**src/rtl/u13_pkg.sv**
```systemverilog
// Shared definitions for the u13 boot loader: state encoding, frame defaults
// and small checksum/length helpers.
package u13_pkg;

   localparam logic [7:0] SYNC_BYTE_DEF = 8'hA5;
   localparam int         ADDR_W_DEF    = 16;
   localparam int         STATE_W       = 3;

   typedef enum logic [STATE_W-1:0] {
      ST_IDLE = 3'd0,
      ST_AHI  = 3'd1,
      ST_ALO  = 3'd2,
      ST_LEN  = 3'd3,
      ST_DATA = 3'd4,
      ST_WR   = 3'd5,
      ST_CSUM = 3'd6,
      ST_RUN  = 3'd7
   } state_t;

   // A length byte of zero stands for a full 256-byte block.
   function automatic logic [8:0] len_decode(input logic [7:0] len_byte);
      logic [8:0] len_v;
      if (len_byte == 8'd0) begin
         len_v = 9'd256;
      end else begin
         len_v = {1'b0, len_byte};
      end
      return len_v;
   endfunction

   function automatic logic csum_ok(input logic [7:0] sum, input logic [7:0] csum);
      logic [7:0] total_v;
      total_v = sum + csum;
      return (total_v == 8'd0);
   endfunction

endpackage

```
**src/rtl/u13_loader.sv**
```systemverilog
// Boot loader: receives a framed image over a byte stream, writes it to RAM
// while holding the CPU in reset, then hands the RAM bus over to the CPU.
module u13_loader
   import u13_pkg::*;
#(
   parameter logic [7:0] SYNC_BYTE = SYNC_BYTE_DEF,
   parameter int         ADDR_W    = ADDR_W_DEF
) (
   input  logic              clk,
   input  logic              rst,
   input  logic [7:0]        rx_data,
   input  logic              rx_valid,
   output logic              rx_ready,
   output logic              cpu_rst,
   input  logic [ADDR_W-1:0] cpu_addr,
   input  logic [7:0]        cpu_wdata,
   input  logic              cpu_we,
   output logic [ADDR_W-1:0] mem_addr,
   output logic [7:0]        mem_wdata,
   output logic              mem_oe,
   output logic              mem_we,
   output logic              done,
   output logic              err
);

   state_t            state_r;
   logic [15:0]       ptr_r;
   logic [8:0]        cnt_r;
   logic [7:0]        sum_r;
   logic              rx_ready_r;
   logic              cpu_rst_r;
   logic              ld_we_r;
   logic [ADDR_W-1:0] mem_addr_r;
   logic [7:0]        mem_wdata_r;
   logic              done_r;
   logic              err_r;
   logic              accept_s;
   logic              run_s;

   assign accept_s = rx_valid & rx_ready_r;
   assign run_s    = (state_r == ST_RUN);

   // Loader FSM; rx_ready is registered alongside the state it belongs to.
   always_ff @(posedge clk) begin
      if (rst) begin
         state_r     <= ST_IDLE;
         ptr_r       <= 16'd0;
         cnt_r       <= 9'd0;
         sum_r       <= 8'd0;
         rx_ready_r  <= 1'b0;
         cpu_rst_r   <= 1'b1;
         ld_we_r     <= 1'b0;
         mem_addr_r  <= '0;
         mem_wdata_r <= 8'd0;
         done_r      <= 1'b0;
         err_r       <= 1'b0;
      end else begin
         ld_we_r <= 1'b0;
         case (state_r)
            ST_IDLE: begin
               rx_ready_r <= 1'b1;
               if (accept_s && (rx_data == SYNC_BYTE)) begin
                  err_r   <= 1'b0;
                  state_r <= ST_AHI;
               end
            end
            ST_AHI: begin
               rx_ready_r <= 1'b1;
               if (accept_s) begin
                  ptr_r[15:8] <= rx_data;
                  state_r     <= ST_ALO;
               end
            end
            ST_ALO: begin
               rx_ready_r <= 1'b1;
               if (accept_s) begin
                  ptr_r[7:0] <= rx_data;
                  state_r    <= ST_LEN;
               end
            end
            ST_LEN: begin
               rx_ready_r <= 1'b1;
               if (accept_s) begin
                  cnt_r   <= len_decode(rx_data);
                  sum_r   <= 8'd0;
                  state_r <= ST_DATA;
               end
            end
            ST_DATA: begin
               if (accept_s) begin
                  mem_wdata_r <= rx_data;
                  mem_addr_r  <= ADDR_W'(ptr_r);
                  sum_r       <= sum_r + rx_data;
                  ld_we_r     <= 1'b1;
                  rx_ready_r  <= 1'b0;
                  state_r     <= ST_WR;
               end else begin
                  rx_ready_r  <= 1'b1;
               end
            end
            ST_WR: begin
               ptr_r      <= ptr_r + 16'd1;
               cnt_r      <= cnt_r - 9'd1;
               rx_ready_r <= 1'b1;
               if (cnt_r == 9'd1) begin
                  state_r <= ST_CSUM;
               end else begin
                  state_r <= ST_DATA;
               end
            end
            ST_CSUM: begin
               if (accept_s && csum_ok(sum_r, rx_data)) begin
                  done_r     <= 1'b1;
                  cpu_rst_r  <= 1'b0;
                  rx_ready_r <= 1'b0;
                  state_r    <= ST_RUN;
               end else if (accept_s) begin
                  err_r      <= 1'b1;
                  rx_ready_r <= 1'b1;
                  state_r    <= ST_IDLE;
               end else begin
                  rx_ready_r <= 1'b1;
               end
            end
            ST_RUN: begin
               rx_ready_r <= 1'b0;
            end
            default: begin
               rx_ready_r <= 1'b0;
               state_r    <= ST_IDLE;
            end
         endcase
      end
   end

   // Once running, the CPU owns the RAM bus with no added latency.
   always_comb begin
      mem_addr  = mem_addr_r;
      mem_wdata = mem_wdata_r;
      mem_we    = ld_we_r;
      if (run_s) begin
         mem_addr  = cpu_addr;
         mem_wdata = cpu_wdata;
         mem_we    = cpu_we;
      end else begin
         mem_addr  = mem_addr_r;
         mem_wdata = mem_wdata_r;
         mem_we    = ld_we_r;
      end
   end

   assign mem_oe   = mem_we;
   assign rx_ready = rx_ready_r;
   assign cpu_rst  = cpu_rst_r;
   assign done     = done_r;
   assign err      = err_r;

endmodule
```
**config.mk**
```make
export PLATFORM = sky130hd
export DESIGN_NAME = u13_loader
export DESIGN_NICKNAME = d
export VERILOG_FILES = /design/src/rtl/u13_pkg.sv /design/src/rtl/u13_loader.sv
export SDC_FILE = /design/constraint.sdc
export NUM_CORES = 1
export LEC_CHECK = 0
export CAP_MARGIN = 10
export CORE_UTILIZATION = 33
export DETAILED_ROUTE_END_ITERATION = 10
export MAX_ROUTING_LAYER = met4
export PLACE_DENSITY_LB_ADDON = 0.25
export SLEW_MARGIN = 20
export SYNTH_ARGS = -nofsm -noshare
export SYNTH_HDL_FRONTEND = slang
export SYNTH_SLANG_ARGS = --single-unit
```
**constraint.sdc**
```tcl
create_clock -name clk -period 3.43 [get_ports clk]
set_clock_uncertainty 0.05 [all_clocks]
set_input_delay 0.343 -clock clk [delete_from_list [all_inputs] [get_ports clk]]
set_output_delay 0.343 -clock clk [all_outputs]
set_load 0.005 [all_outputs]
```
==> results.md <==
Critical path:
- For the worst setup path, the data arrival time is ~2.2 ns.
- The required arrival time at the worst endpoint is 3.04 ns.
- In this run the worst path has a maximum fanout of 25.
- The setup check on the worst reg-to-reg path leaves a slack of 1.06 ns.
- STA classifies the critical path endpoint as a primary output.
- The startpoint-to-endpoint class of the critical path is register to primary output.
- STA classifies the critical path startpoint as a register.

Layout:
- From synthesis to final layout, the design area changed by 30.0%.
- Summing all multi-input logic gate instances after layout gives 2090 um2.
- For this run, the post-layout net count is 547.
- Summing all flip-flop and latch instances after layout gives 1300 um2.
- The fraction of final layout cells sized beyond drive strength 1 is 12.1%.
- 0 antenna diodes ended up in the layout.
- Leaving out filler cells and counting taps, the final layout contains 641.
- Counting the fill cells in the layout gives ~1100.

Logic synthesis:
- Sorting the synthesized cells by area gives the leading types as sky130_fd_sc_hd__dfxtp_1 (37%), sky130_fd_sc_hd__mux2_2 (8.0%), sky130_fd_sc_hd__nand2_1 (7.9%).
- Counting flops with a built-in enable in the synthesized netlist gives 0.
- The count of warnings emitted by yosys is 0.
- The synthesized netlist devotes 4.14% of its cell area to adder and majority cells.
- The number of nets in the synthesized netlist is 481.
- The post-synthesis share of cell area spent on xor and xnor gates is 1.75%.
- The post-synth design cell area is 3500 um2.
- The count of different cell masters after synthesis is 52.
- The synthesized area divided by synthesized cell count is 8.08 um2.
- The top cell type by area accounts for 37.1% of the synthesized area.
- In the synthesized netlist the dominant register cell turns out to be sky130_fd_sc_hd__dfxtp_1.
- The fraction of registers with async set/reset is 0%.
- After Yosys synthesis, and, or, nand and nor cells account for between 20% and 30% of the synthesized area.
- The sequential-to-total area share from yosys stat is a little under two fifths.
- After synthesis, the largest family of logic cells by area is compound AO/OA/AOI/OAI gates.
- After synthesis, the share of cell area in mux cells is 8.03%.
- The compound-cell area share of the yosys netlist is 24.4%.
- The number of cells produced by synthesis is 434.
- The cell type with the highest aggregate area in the netlist is sky130_fd_sc_hd__dfxtp_1.
- The number of synthesized register bits is 65.

STA:
- The maximum frequency from static timing analysis is 0.385 GHz.
- The headroom to the max-slew limit is 52.5%.
- Setup violations remaining at the end of the flow were counted as 0.
- At the pin with the least slew margin, the transition time is 0.711 ns.
- Summed over all failing endpoints, the final setup total negative slack is 0 ns.
- The final critical path takes up between 70% and 80% of the cycle.
- The final worst slack is 0.829 ns.
- The number of slew-limit violations in the final report was 0.
- The count of endpoints failing hold in the final timing report is 0.
- The time the final worst path needs with I/O delays and setup is 2.60 ns.
- Setup repair after global routing left no endpoint under its margin.
- The final-layout worst hold slack is 0.406 ns.

Detailed routing:
- The via count is around 3500.
- Using the TritonRoute via totals, the vias-per-cell ratio works out to about 5.4.
- The number of detailed-route iterations in the first pass is 4.
- The total wire length is 9.56 mm.
- For this run, design rule violations remaining after detail routing come to 0.
- For this block, the initial DRC count from the detailed router was 124.
- The post-detailed-route count of antenna-violating nets is 0.
- In the final routed layout, each cell accounts on average for 14.9 um.

Power:
- The peak supply drop is 0.000161 V.
- The share of total power dissipated in the clock network is 46.3%.
- The areal power density over the cells is 353 nW/um2.
- The analysis attributes to net switching a power of 0.382 mW.
- The sequential cell fraction of total power is 47.1%.
- The combinational power share is 6.7%.
- The cell leakage power is 1.63 nW.
- The internal power contribution is roughly 1.2 mW.
- In this run switching power makes up 23.8% of total power.

Floorplan:
- The floorplan step defined a die boundary enclosing between 10000 and 15000 um2.
- The overall die width is 105 um.
- The initial core utilization is 33.9%.
- The floorplan has 37 rows.
- The count of boundary I/O pins is 66.
- The placeable core area is 10300 um2.
- The die span in y is 105 um.

Clock network:
- TritonCTS built the clock tree.
- In this run, post-CTS hold repair placed 0 buffers.
- Counting along the longest clock path gives a buffer depth of 2.
- The later-pin clock latency in the skew report is 0.35 ns.
- Gates resized during post-CTS repair numbered 0.
- The clock root buffer is sky130_fd_sc_hd__clkbuf_8.
- The clock net in this run drives a total of 65 sinks.
- The post-CTS repair timing setup buffer count is 0.
- The number of clock buffers inserted by TritonCTS is 9.
- The H-tree level count is 3.
- The clock-pin slew of the registers on the worst-case setup and hold paths is about 0.070 ns.

Placed design:
- Routability-driven placement finished with a final weighted congestion of 0.848.
- The number of input and output port buffers inserted is 65.
- Once detailed placement completed, the half-perimeter wirelength came to 6.78 mm.
- The minimum setup slack after placement is 0.528 ns.
- Including well taps, the total number of placed cells is 625.

Global route:
- The via count of the first global-routing pass came to between 3000 and 4000.
- The initial antenna violation count is 0.
- The first-pass GRT wire length is 16.0 mm.
- Global routing finished with a remaining overflow of 0.
- The pin count of the biggest net entering global routing is 36.
- Global routing used 18.8% of the available tracks across all layers.

Outcome:
- The flow ran to the end, and the final reports show no timing, DRC or antenna violations.

Hold path:
- The tightest min-delay check is of the register to register type.

Run:
- Max-cap violations in this run came to 0.
==> Yosys cell counts, types with 3 or more instances <==
master / number
sky130_fd_sc_hd__nand2_1: 74
sky130_fd_sc_hd__dfxtp_1: 65
sky130_fd_sc_hd__a21oi_1: 52
sky130_fd_sc_hd__nor2_1: 37
sky130_fd_sc_hd__mux2_2: 25
sky130_fd_sc_hd__o21ai_0: 22
sky130_fd_sc_hd__clkbuf_1: 16
sky130_fd_sc_hd__a211oi_1: 12
sky130_fd_sc_hd__nand3_1: 11
sky130_fd_sc_hd__ha_1: 10
sky130_fd_sc_hd__nor3_1: 10
sky130_fd_sc_hd__a22o_1: 8
sky130_fd_sc_hd__or3_1: 8
sky130_fd_sc_hd__xnor2_1: 7
sky130_fd_sc_hd__and3_1: 6
sky130_fd_sc_hd__buf_2: 6
sky130_fd_sc_hd__inv_1: 5
sky130_fd_sc_hd__o22ai_1: 5
sky130_fd_sc_hd__nand4_1: 4
sky130_fd_sc_hd__nor2b_1: 4
sky130_fd_sc_hd__a21o_1: 3
==> per-layer routing <==
| layer | up-vias | global-route usage [%] | wire length [um] | part of all wire, % |
|---|---|---|---|---|
| met5 | - | - | 0 | 0 |
| met2 | 93 | 29.1 | 4430 | 46 |
| met4 | 0 | 8.05 | 240 | 2.5 |
| met1 | 1640 | 24.1 | 4350 | 45 |
| li1 | 1717 | - | - | - |
| met3 | 20 | 3.24 | 536 | 5.6 |
==> cells in the final DEF, fill, tap and decap left out, drive strengths merged, types with 3 or more instances in the layout <==
master / instances
inv: 6
nor2: 37
o21ai: 22
ha: 10
clkdlybuf4s50: 64
nor4: 3
or3: 8
nand2: 74
nand4: 4
a211oi: 13
nor3: 10
and3: 6
clkbuf: 9
a21oi: 52
xnor2: 7
buf: 15
a21boi: 3
a21o: 3
nor2b: 4
a22o: 8
o22ai: 5
nand3: 11
dfxtp: 65
mux2: 25
==> through the flow <==
step | instance area, um2 | util [%] | total power [mW]
after detailed placement | 4330 | 41.9 | 0.881
final | 4560 | 44.1 | 1.61
after global routing | 4560 | 44.1 | 1.66
after global placement | 4330 | 41.9 | 0.879
after floorplan | 3500 | - | 0.808
after CTS | 4560 | 44.1 | 1.62
==> cell families after synthesis <==
group,after synthesis
compound gates,133
xor+xnor,7
fa+ha+maj,11
buf+inv,29
flops,65
mux,25
simple gates,164
==> power groups by stage <==
stage	clock, mW	sequential [mW]	combinational [mW]
after global routing	0.790	0.756	0.116
after floorplan	0	0.774	0.0346
after CTS	0.758	0.756	0.108
after detailed placement	0	0.774	0.107
final	0.743	0.756	0.108
after global placement	0	0.774	0.105
==> sequential cells by signal (all words and copies together) (netlist names) <==
register / flops
ptr_r: 16
err: 1
state_r: 3
mem_addr_r: 16
rx_ready: 1
cnt_r: 9
cpu_rst: 1
done: 1
sum_r: 8
ld_we_r: 1
mem_wdata_r: 8
==> worst max-delay path, cell delays in order, from the launching register on <==
cell and delay, ns:
sky130_fd_sc_hd__dfxtp_1 0.69, sky130_fd_sc_hd__nand3_1 0.13, sky130_fd_sc_hd__buf_4 0.26, sky130_fd_sc_hd__mux2_2 0.28, sky130_fd_sc_hd__clkdlybuf4s50_1 0.50
==> worst paths after layout <==
check,from,endpoint,cells past startpoint
worst max register to register,sum_r[0],state_r[2],9
worst max-delay path,state_r[0],mem_oe,4
worst min-delay path,mem_addr_r[5],mem_addr_r[5],2
worst min register to register,mem_addr_r[5],mem_addr_r[5],2
==> area by class of cell <==
cell class	count	share of cell area, %
Multi-Input combinational cell	340	45.8
Sequential cell	65	28.6
Timing Repair Buffer	79	16.5
Tap cell	136	3.73
Clock buffer	9	2.72
Clock inverter	7	2.28
Inverter	5	0.412
Power figures use the tool's default switching activity.
